$ cat src/rtl/rc_scheduler.sv
// Shared XY route-compute unit: round-robin grant over input-VC requesters,
// then a two-stage pipeline that returns the output direction per requester.
module rc_scheduler #(
    parameter int NUM_REQ        = 8,
    parameter int NUM_ROUTERS    = 16,
    parameter int ROUTER_PER_ROW = 4,
    parameter int DIR_BITS       = 3,
    parameter int ROUTER_ID_BITS = $clog2(NUM_ROUTERS),
    parameter int REQ_BITS       = $clog2(NUM_REQ),
    parameter logic [DIR_BITS-1:0] DIR_EJECT = DIR_BITS'(0),
    parameter logic [DIR_BITS-1:0] DIR_EAST  = DIR_BITS'(1),
    parameter logic [DIR_BITS-1:0] DIR_WEST  = DIR_BITS'(2),
    parameter logic [DIR_BITS-1:0] DIR_NORTH = DIR_BITS'(3),
    parameter logic [DIR_BITS-1:0] DIR_SOUTH = DIR_BITS'(4)
) (
    input  logic                              clk,
    input  logic                              reset,
    input  logic [ROUTER_ID_BITS-1:0]         current_router,
    input  logic [NUM_REQ-1:0]                req_valid,
    input  logic [NUM_REQ*ROUTER_ID_BITS-1:0] req_dest,
    output logic [NUM_REQ-1:0]                req_ack,
    output logic                              resp_valid,
    output logic [REQ_BITS-1:0]               resp_id,
    output logic [DIR_BITS-1:0]               resp_dir,
    output logic                              resp_err,
    output logic [NUM_REQ-1:0]                pending
);

    localparam logic [REQ_BITS:0] NREQ_W =
        (REQ_BITS+1)'(NUM_REQ);
    localparam logic [REQ_BITS-1:0] LAST_REQ =
        REQ_BITS'(NUM_REQ-1);
    localparam logic [ROUTER_ID_BITS:0] NR_W =
        (ROUTER_ID_BITS+1)'(NUM_ROUTERS);
    localparam logic [ROUTER_ID_BITS-1:0] RPR =
        ROUTER_ID_BITS'(ROUTER_PER_ROW);

    logic [REQ_BITS-1:0]       rr_ptr;
    logic [NUM_REQ-1:0]        elig;
    logic                      grant_any;
    logic [REQ_BITS-1:0]       grant_id;
    logic [NUM_REQ-1:0]        ack_vec;
    logic [NUM_REQ-1:0]        pending_n;
    logic [ROUTER_ID_BITS-1:0] dest_arr [NUM_REQ];

    logic                      s1_valid;
    logic [REQ_BITS-1:0]       s1_id;
    logic [ROUTER_ID_BITS-1:0] s1_dest;
    logic [ROUTER_ID_BITS-1:0] s1_cur;

    logic [ROUTER_ID_BITS-1:0] ccol, crow, dcol, drow;
    logic signed [ROUTER_ID_BITS:0] dx, dy;
    logic                      s2_err;
    logic [DIR_BITS-1:0]       s2_dir;

    assign elig = req_valid & ~pending;

    always_comb begin
        for (int i = 0; i < NUM_REQ; i++) begin
            dest_arr[i] = req_dest[i*ROUTER_ID_BITS +: ROUTER_ID_BITS];
        end
    end

    // Rotating first-set search starting at rr_ptr, wrapping past NUM_REQ-1.
    always_comb begin : arb
        logic [REQ_BITS:0] sum;
        logic [REQ_BITS-1:0] idx;
        grant_any = 1'b0;
        grant_id  = '0;
        sum       = '0;
        idx       = '0;
        for (int k = 0; k < NUM_REQ; k++) begin
            sum = {1'b0, rr_ptr} + (REQ_BITS+1)'(k);
            if (sum >= NREQ_W) begin
                sum = sum - NREQ_W;
            end
            idx = sum[REQ_BITS-1:0];
            if (!grant_any && elig[idx]) begin
                grant_any = 1'b1;
                grant_id  = idx;
            end
        end
    end

    always_comb begin
        ack_vec = '0;
        if (grant_any) begin
            ack_vec[grant_id] = 1'b1;
        end
    end

    assign req_ack = reset ? '0 : ack_vec;

    // A grant never targets the id being cleared: it is ineligible this cycle.
    always_comb begin
        pending_n = pending;
        if (resp_valid) begin
            pending_n[resp_id] = 1'b0;
        end
        if (grant_any) begin
            pending_n[grant_id] = 1'b1;
        end
    end

    always_comb begin
        ccol   = s1_cur % RPR;
        crow   = s1_cur / RPR;
        dcol   = s1_dest % RPR;
        drow   = s1_dest / RPR;
        dx     = $signed({1'b0, dcol}) - $signed({1'b0, ccol});
        dy     = $signed({1'b0, drow}) - $signed({1'b0, crow});
        s2_err = ({1'b0, s1_dest} >= NR_W);
        if (s2_err || (s1_cur == s1_dest)) begin
            s2_dir = DIR_EJECT;
        end else if (dx > 0) begin
            s2_dir = DIR_EAST;
        end else if (dx < 0) begin
            s2_dir = DIR_WEST;
        end else if (dy > 0) begin
            s2_dir = DIR_NORTH;
        end else begin
            s2_dir = DIR_SOUTH;
        end
    end

    always_ff @(posedge clk or posedge reset) begin
        if (reset) begin
            rr_ptr     <= '0;
            pending    <= '0;
            s1_valid   <= 1'b0;
            s1_id      <= '0;
            s1_dest    <= '0;
            s1_cur     <= '0;
            resp_valid <= 1'b0;
            resp_id    <= '0;
            resp_dir   <= DIR_EJECT;
            resp_err   <= 1'b0;
        end else begin
            pending  <= pending_n;
            s1_valid <= grant_any;
            if (grant_any) begin
                rr_ptr  <= (grant_id == LAST_REQ) ? '0 : grant_id + 1'b1;
                s1_id   <= grant_id;
                s1_dest <= dest_arr[grant_id];
                s1_cur  <= current_router;
            end
            resp_valid <= s1_valid;
            if (s1_valid) begin
                resp_id  <= s1_id;
                resp_dir <= s2_dir;
                resp_err <= s2_err;
            end else begin
                resp_dir <= DIR_EJECT;
                resp_err <= 1'b0;
            end
        end
    end

endmodule

$ cat config.mk
export PLATFORM = sky130hd
export DESIGN_NAME = rc_scheduler
export DESIGN_NICKNAME = d
export VERILOG_FILES = /design/src/rtl/rc_scheduler.sv
export SDC_FILE = /design/constraint.sdc
export NUM_CORES = 1
export LEC_CHECK = 0
export CORE_ASPECT_RATIO = 1.2
export CORE_UTILIZATION = 51
export CTS_BUF_LIST = sky130_fd_sc_hd__clkbuf_16
export CTS_CLUSTER_SIZE = 24
export DETAILED_ROUTE_END_ITERATION = 10
export GPL_ROUTABILITY_DRIVEN = 0
export PLACE_DENSITY = 0.92
export REMOVE_ABC_BUFFERS = 1
export SKIP_CTS_REPAIR_TIMING = 1
export SYNTH_ARGS = -nofsm -noshare
export SYNTH_HDL_FRONTEND = slang
export SYNTH_SLANG_ARGS = --single-unit
$ cat constraint.sdc
create_clock -name clk -period 4.9 [get_ports clk]
set_clock_uncertainty 0.05 [all_clocks]
set_input_delay 0.49 -clock clk [delete_from_list [all_inputs] [get_ports clk]]
set_output_delay 0.49 -clock clk [all_outputs]
set_load 0.01 [all_outputs]
# Yosys cells after proc, flatten, opt, wreduce, memory -nomap -nowiden
# Index checks and enable logic that the tools add are counted.
[op_classes] div_mod_pow=0 add_sub_neg=18 n_eq_ne=2 bitwise=6 n_reduce_logical=16 n_shift=0 mul=0 n_lt_le_gt_ge=24 muxes=57
[ops] op="two-way mux 3 bit" count=22
[ops] op="less-than comparator 3 x 4 -> 1 bit, second input constant" count=10
[ops] op="greater-or-equal comparator 4 bit, second input constant" count=8
[ops] op="two-way mux 8 bit" count=4
[ops] op="binary-select mux 1 bit (select 3 bit)" count=8
[ops] op="subtractor 3 x 1 -> 3 bit, second input constant" count=8
[ops] op="two-way mux 1 bit" count=18
[ops] op="adder 3 x 3 -> 4 bit, second input constant" count=4
[ops] op="AND 8 bit" count=2
[ops] op="NOT 8 bit" count=2
[ops] op="binary-select mux 4 bit (select 3 bit)" count=1
[ops] op="logical AND 1 bit" count=9
[ops] op="adder 3 x 2 -> 4 bit, second input constant" count=2
[ops] op="two-way mux 4 bit" count=2
[ops] op="OR 8 bit" count=1
[ops] op="logical NOT 1 bit" count=7
[ops] op="demux 1 bit (select 3 bit)" count=2
[ops] op="greater-or-equal comparator 3 x 1 -> 1 bit, second input constant" count=2
[ops] op="greater-than comparator 3 x 1 -> 1 bit, second input constant" count=2
[ops] op="subtractor 2 x 2 -> 3 bit" count=2
[ops] op="adder 3 x 1 -> 4 bit, second input constant" count=1
[ops] op="== test 4 bit" count=1
[ops] op="greater-or-equal comparator 3 x 4 -> 1 bit, second input constant" count=1
[ops] op="NOT 3 -> 4 bit" count=1
[ops] op="3 further kinds" count=3
[word_totals] latchBits=0 regBits=30 wordCells=132 n_memories=0 out_inout_bits=24 in_bits=46 mem_bits_rw=0 romBits=0

# Depth between registers and ports, before layout
[depth] depth_word=32 ltp_mapped=18 ltp_nobuf=13

# Worst setup path before layout
# OpenSTA, ideal clock, no wires.
[synth_path] path_kind="reg-to-output" startpoint="reg rr_ptr[0]" endpoint="out req_ack[6]" setup_slack_ps=959 stages_incl_launch_ff=14 path_buffers=4 arrival_time_ps=3401 required_ps=4360 cell_sequence="dfrtp_1 > buf_4 > inv_4 > buf_6 > ha_1 > clkbuf_1 > inv_1 > clkbuf_1 > mux4_2 > a221oi_1 > a211oi_1 > o32ai_2 > nand3_1 > nor4_1"
[synth_between] elab_chain_len=32 elab_cells_between_ends=84 cone_classes="add/sub (15); order compare (10); mux (44); reduce/logical (15)"
[synth_rtl] item="start, declared" line_no="38" text="logic [REQ_BITS-1:0] rr_ptr;"
[synth_rtl] item="start signal, assigned" line_no="142" text="rr_ptr <= (grant_id == LAST_REQ) ? '0 : grant_id + 1'b1;"
[synth_rtl] item="branches (longest 30 deep; another with adder 3 x 1 -> 4 bit)"
[synth_rtl] item="two-way mux 8 bit *" line_no="87" text="if (grant_any) begin"
[synth_rtl] item="two-way mux 8 bit *" line_no="92" text="assign req_ack = reset ? '0 : ack_vec;"
[synth_rtl] item="end, declared" line_no="21" text="output logic [NUM_REQ-1:0] req_ack,"
# Every way passes the cells marked *. The select of a mux whose other input is x is not followed.

# Final worst setup path
[layout_path] startpoint="reg rr_ptr[0]" endpoint="out req_ack[4]"
# The elaborated chain is that of the path after synthesis.

==> results summary <==
The repair_antennas step left the layout with diodes totalling 0. The number of vias after detailed routing is ~2,800. The total clock sinks came out at 30. Headroom to the max-slew limit came out at 0.257. The largest fanout on the critical path is 15. The post-route antenna net violation count came out at 0.

The endpoint identified for the worst register-to-register timing path is rr_ptr[2]. dfrtp_1 is the most common cell in the netlist. The checks that failed: design-rule violations. The async set or reset register ratio after synthesis came out at 1.00. The number of buffers created by CTS is 5. By instance count, the cell type seen most on the critical path is a32o_1. The via count of the first global-routing pass came out at around 2,800. The flow ran to the end, but the final reports show violations. The detailed-router iteration count before antenna repair came out at 8. Traced cell by cell, the critical path runs through inv_6 -> ha_1 -> nor2b_1 -> or2_1 -> mux4_2 -> a32o_1 -> a32o_1 -> o22a_4 -> nand3b_2 -> nor4_1 -> clkdlybuf4s50_1. The number of input and output port buffers inserted is 68. The number of violations reported at the end of detailed-routing iteration 0 came out at ~350. Entering global routing, the biggest net connects 31 pins. The startpoint of the worst-slack reg-to-reg timing path is rr_ptr[0]. The count of placed standard cells including taps is between 400 and 500. STA classifies the critical path startpoint as a flip-flop. The final count of negative-setup-slack endpoints came out at 0.

The required time of the critical path came out at ~4.4 ns. The source-to-sink clock delay at the later pin of the worst-skew pair came out at about 0.28 ns. The worst hold path depth came out at 2. The worst setup path is captured at an output pin.

The sequential element share of the synthesized area is 0.260. In the routed layout, each cell is associated on average with a via count of ~6.7. The share of layout cells above drive strength 1 came out at 0.172. The floorplan has 29 rows. Relative to the synthesized area, the layout overhead comes to 32.0%.

Excluding fillers, the count of instances in the completed layout stands at around 420. Of the post-synthesis cell area, the dominant cell type holds 0.260. The total core area is between 0.005 and 0.006 mm^2. The share of the clock period used by the worst path came out at 0.957.

The path type of the worst min-delay path is flip-flop to flip-flop. The number of H-tree levels is 2. Summed over all failing endpoints, the final setup total negative slack is 0 ns. The initial antenna violation count was 0. The critical path in this run is classified as flip-flop to output pin. The depth of the worst register-to-register path is 13. The transition time at the pin with the least slew margin is between 1 and 1.5 ns. The hold slack is ~0.42 ns. The total grt overflow came out at 0.

The detailed-route wire length came out at 8500 um. On the worst path, the slowest cell contributes a delay of ~0.6 ns. Counting distinct cell types in the post-synthesis netlist gives 64. The die covers 0.00596 mm^2.

In this run the cell area of the synthesized design comes to a little under 0.003 mm^2. The startpoint of the most critical hold path is s1_id[0]. The average size of a mapped cell is 9.77 um^2. The total DRC errors in the routed layout came out at 2.

The clock-pin slew on the worst setup and hold paths is around 0.05 ns. The biggest area consumer among synthesized cells is dfrtp_1. The end of the worst hold path is s1_id[0].

The first global-routing pass estimated ~14,000 um of wire. Ranked by total cell area, the synthesized netlist is headed by dfrtp_1 (26%), mux4_2 (9.4%), nor3b_1 (4.7%), mux2i_1 (4.2%), mux2_2 (3.9%). The layout has ~380 filler cells. The clock period minus worst slack came out at 4.69 ns. The number of register bits inferred by synthesis came out at 30.

The buffer depth of the longest clock path came out at 2. The count of warnings emitted by yosys came out at 0. The number of nets at the end of the flow came out at 414. The y dimension of the die is 84.4 um. The max-capacitance violation count is 0.

Once routing completed, OpenROAD measured the worst setup slack at 0.213 ns. The die width is 70.6 um. The effective utilization at floorplan is 0.537.

TritonCTS built the clock tree. The average wire per cell in the routed design is 20.1 um. The post-DP HPWL is between 6000 and 7000 um. Setup repair after global routing left no endpoint under its margin.

The critical path's slowest cell is mux4_2. Among all flip-flop cells after synthesis, the most frequent one is dfrtp_1. The arrival time at the worst endpoint came out at just over 4 ns.

In this run, synthesis inferred 0 flip-flops with an integrated enable. The total count of max-transition violations in the final report was 0. The worst reg-to-reg setup slack is ~0.99 ns. The number of top-level pins came out at 70. Synthesis handed over a netlist of just under 300 instances. The hold violation total from the final report is 0.

The clock tree root buffer cell is clkbuf_16. The top achievable clock speed is 0.213 GHz. The pre-CTS worst setup slack is 0.326 ns. In the synthesized netlist, the cells that appear most often are dfrtp_1 (30), nor3b_1 (18), nand2_1 (17). The global-route usage over all layers came out at 0.297.
==> worst max-delay path: cells and delay by family, from the launching register on <==
family | cells | cell delay (ns)
DFF | 1 | 0.52
and+or+nand+nor | 4 | 0.90
adders and majority gates | 1 | 0.24
buffers and inverters | 2 | 0.81
AOI/OAI and AO/OA | 3 | 0.80
muxes | 1 | 0.60
==> placed cells by master (no fill, tap or decap), types with 11 or more instances in the layout <==
cell type        synthesis  final
a211oi_1                13     13
inv_1                   11     11
mux2i_1                 12     12
nor3b_1                 18     18
dfrtp_1                 30     29
mux4_2                  12     12
o21ai_0                 16     16
nor2b_1                 13     13
nand2_1                 17     17
clkdlybuf4s50_1          0     68
==> per-layer routing <==
layer  GRT usage  routed length [um]
met1       0.336                3140
met2       0.534                4400
met3      0.0492                 563
met4       0.153                 401
met5           0                   0
==> per-stage QoR <==
stage                util  area (um^2)
finish              0.709         3800
global route        0.709         3800
CTS                 0.706         3790
detailed placement  0.671         3600
global placement    0.671         3600
floorplan               -         2760
==> worst max-delay path by stage <==
stage                       startpoint          to  depth (start not counted)
after floorplan              rr_ptr[0]   rr_ptr[1]                         12
after global placement       rr_ptr[1]  req_ack[4]                         11
after detailed placement  req_valid[2]  req_ack[4]                         11
after CTS                    rr_ptr[1]  req_ack[4]                         11
after global routing         rr_ptr[1]  req_ack[6]                         10
final                        rr_ptr[0]  req_ack[4]                         11
==> registers in the layout, summed over array words and instances (netlist names) <==
name / count
pending: 8
resp_dir: 3
resp_id: 3
resp_valid: 1
rr_ptr: 3
s1_cur: 4
s1_dest: 4
s1_id: 3
s1_valid: 1
==> cell type report <==
class	instances	area, um^2	area share
clock buffers	5	125	0.0329
multi-input cells	230	1970	0.518
well taps	62	77.6	0.0204
flip-flops and latches	30	752	0.198
clock inverters	3	63.8	0.0168
repair buffers	78	756	0.199
inverters	14	61.3	0.0161
==> logic make-up (layout without fill, tap and decap cells) <==
group	Yosys count	after routing	share of synthesized area
and+or+nand+nor	101	101	0.220
AOI/OAI and AO/OA	82	82	0.228
muxes	35	35	0.178
buffers and inverters	35	100	0.0612
DFF	30	30	0.260
adders and majority gates	9	9	0.0443
xor gates and xnor gates	2	2	0.00608
other	1	1	0.00130
Power is left out: the tool's default activity adds up to more than one toggle a clock period on the data nets, which glitch-free logic cannot reach.
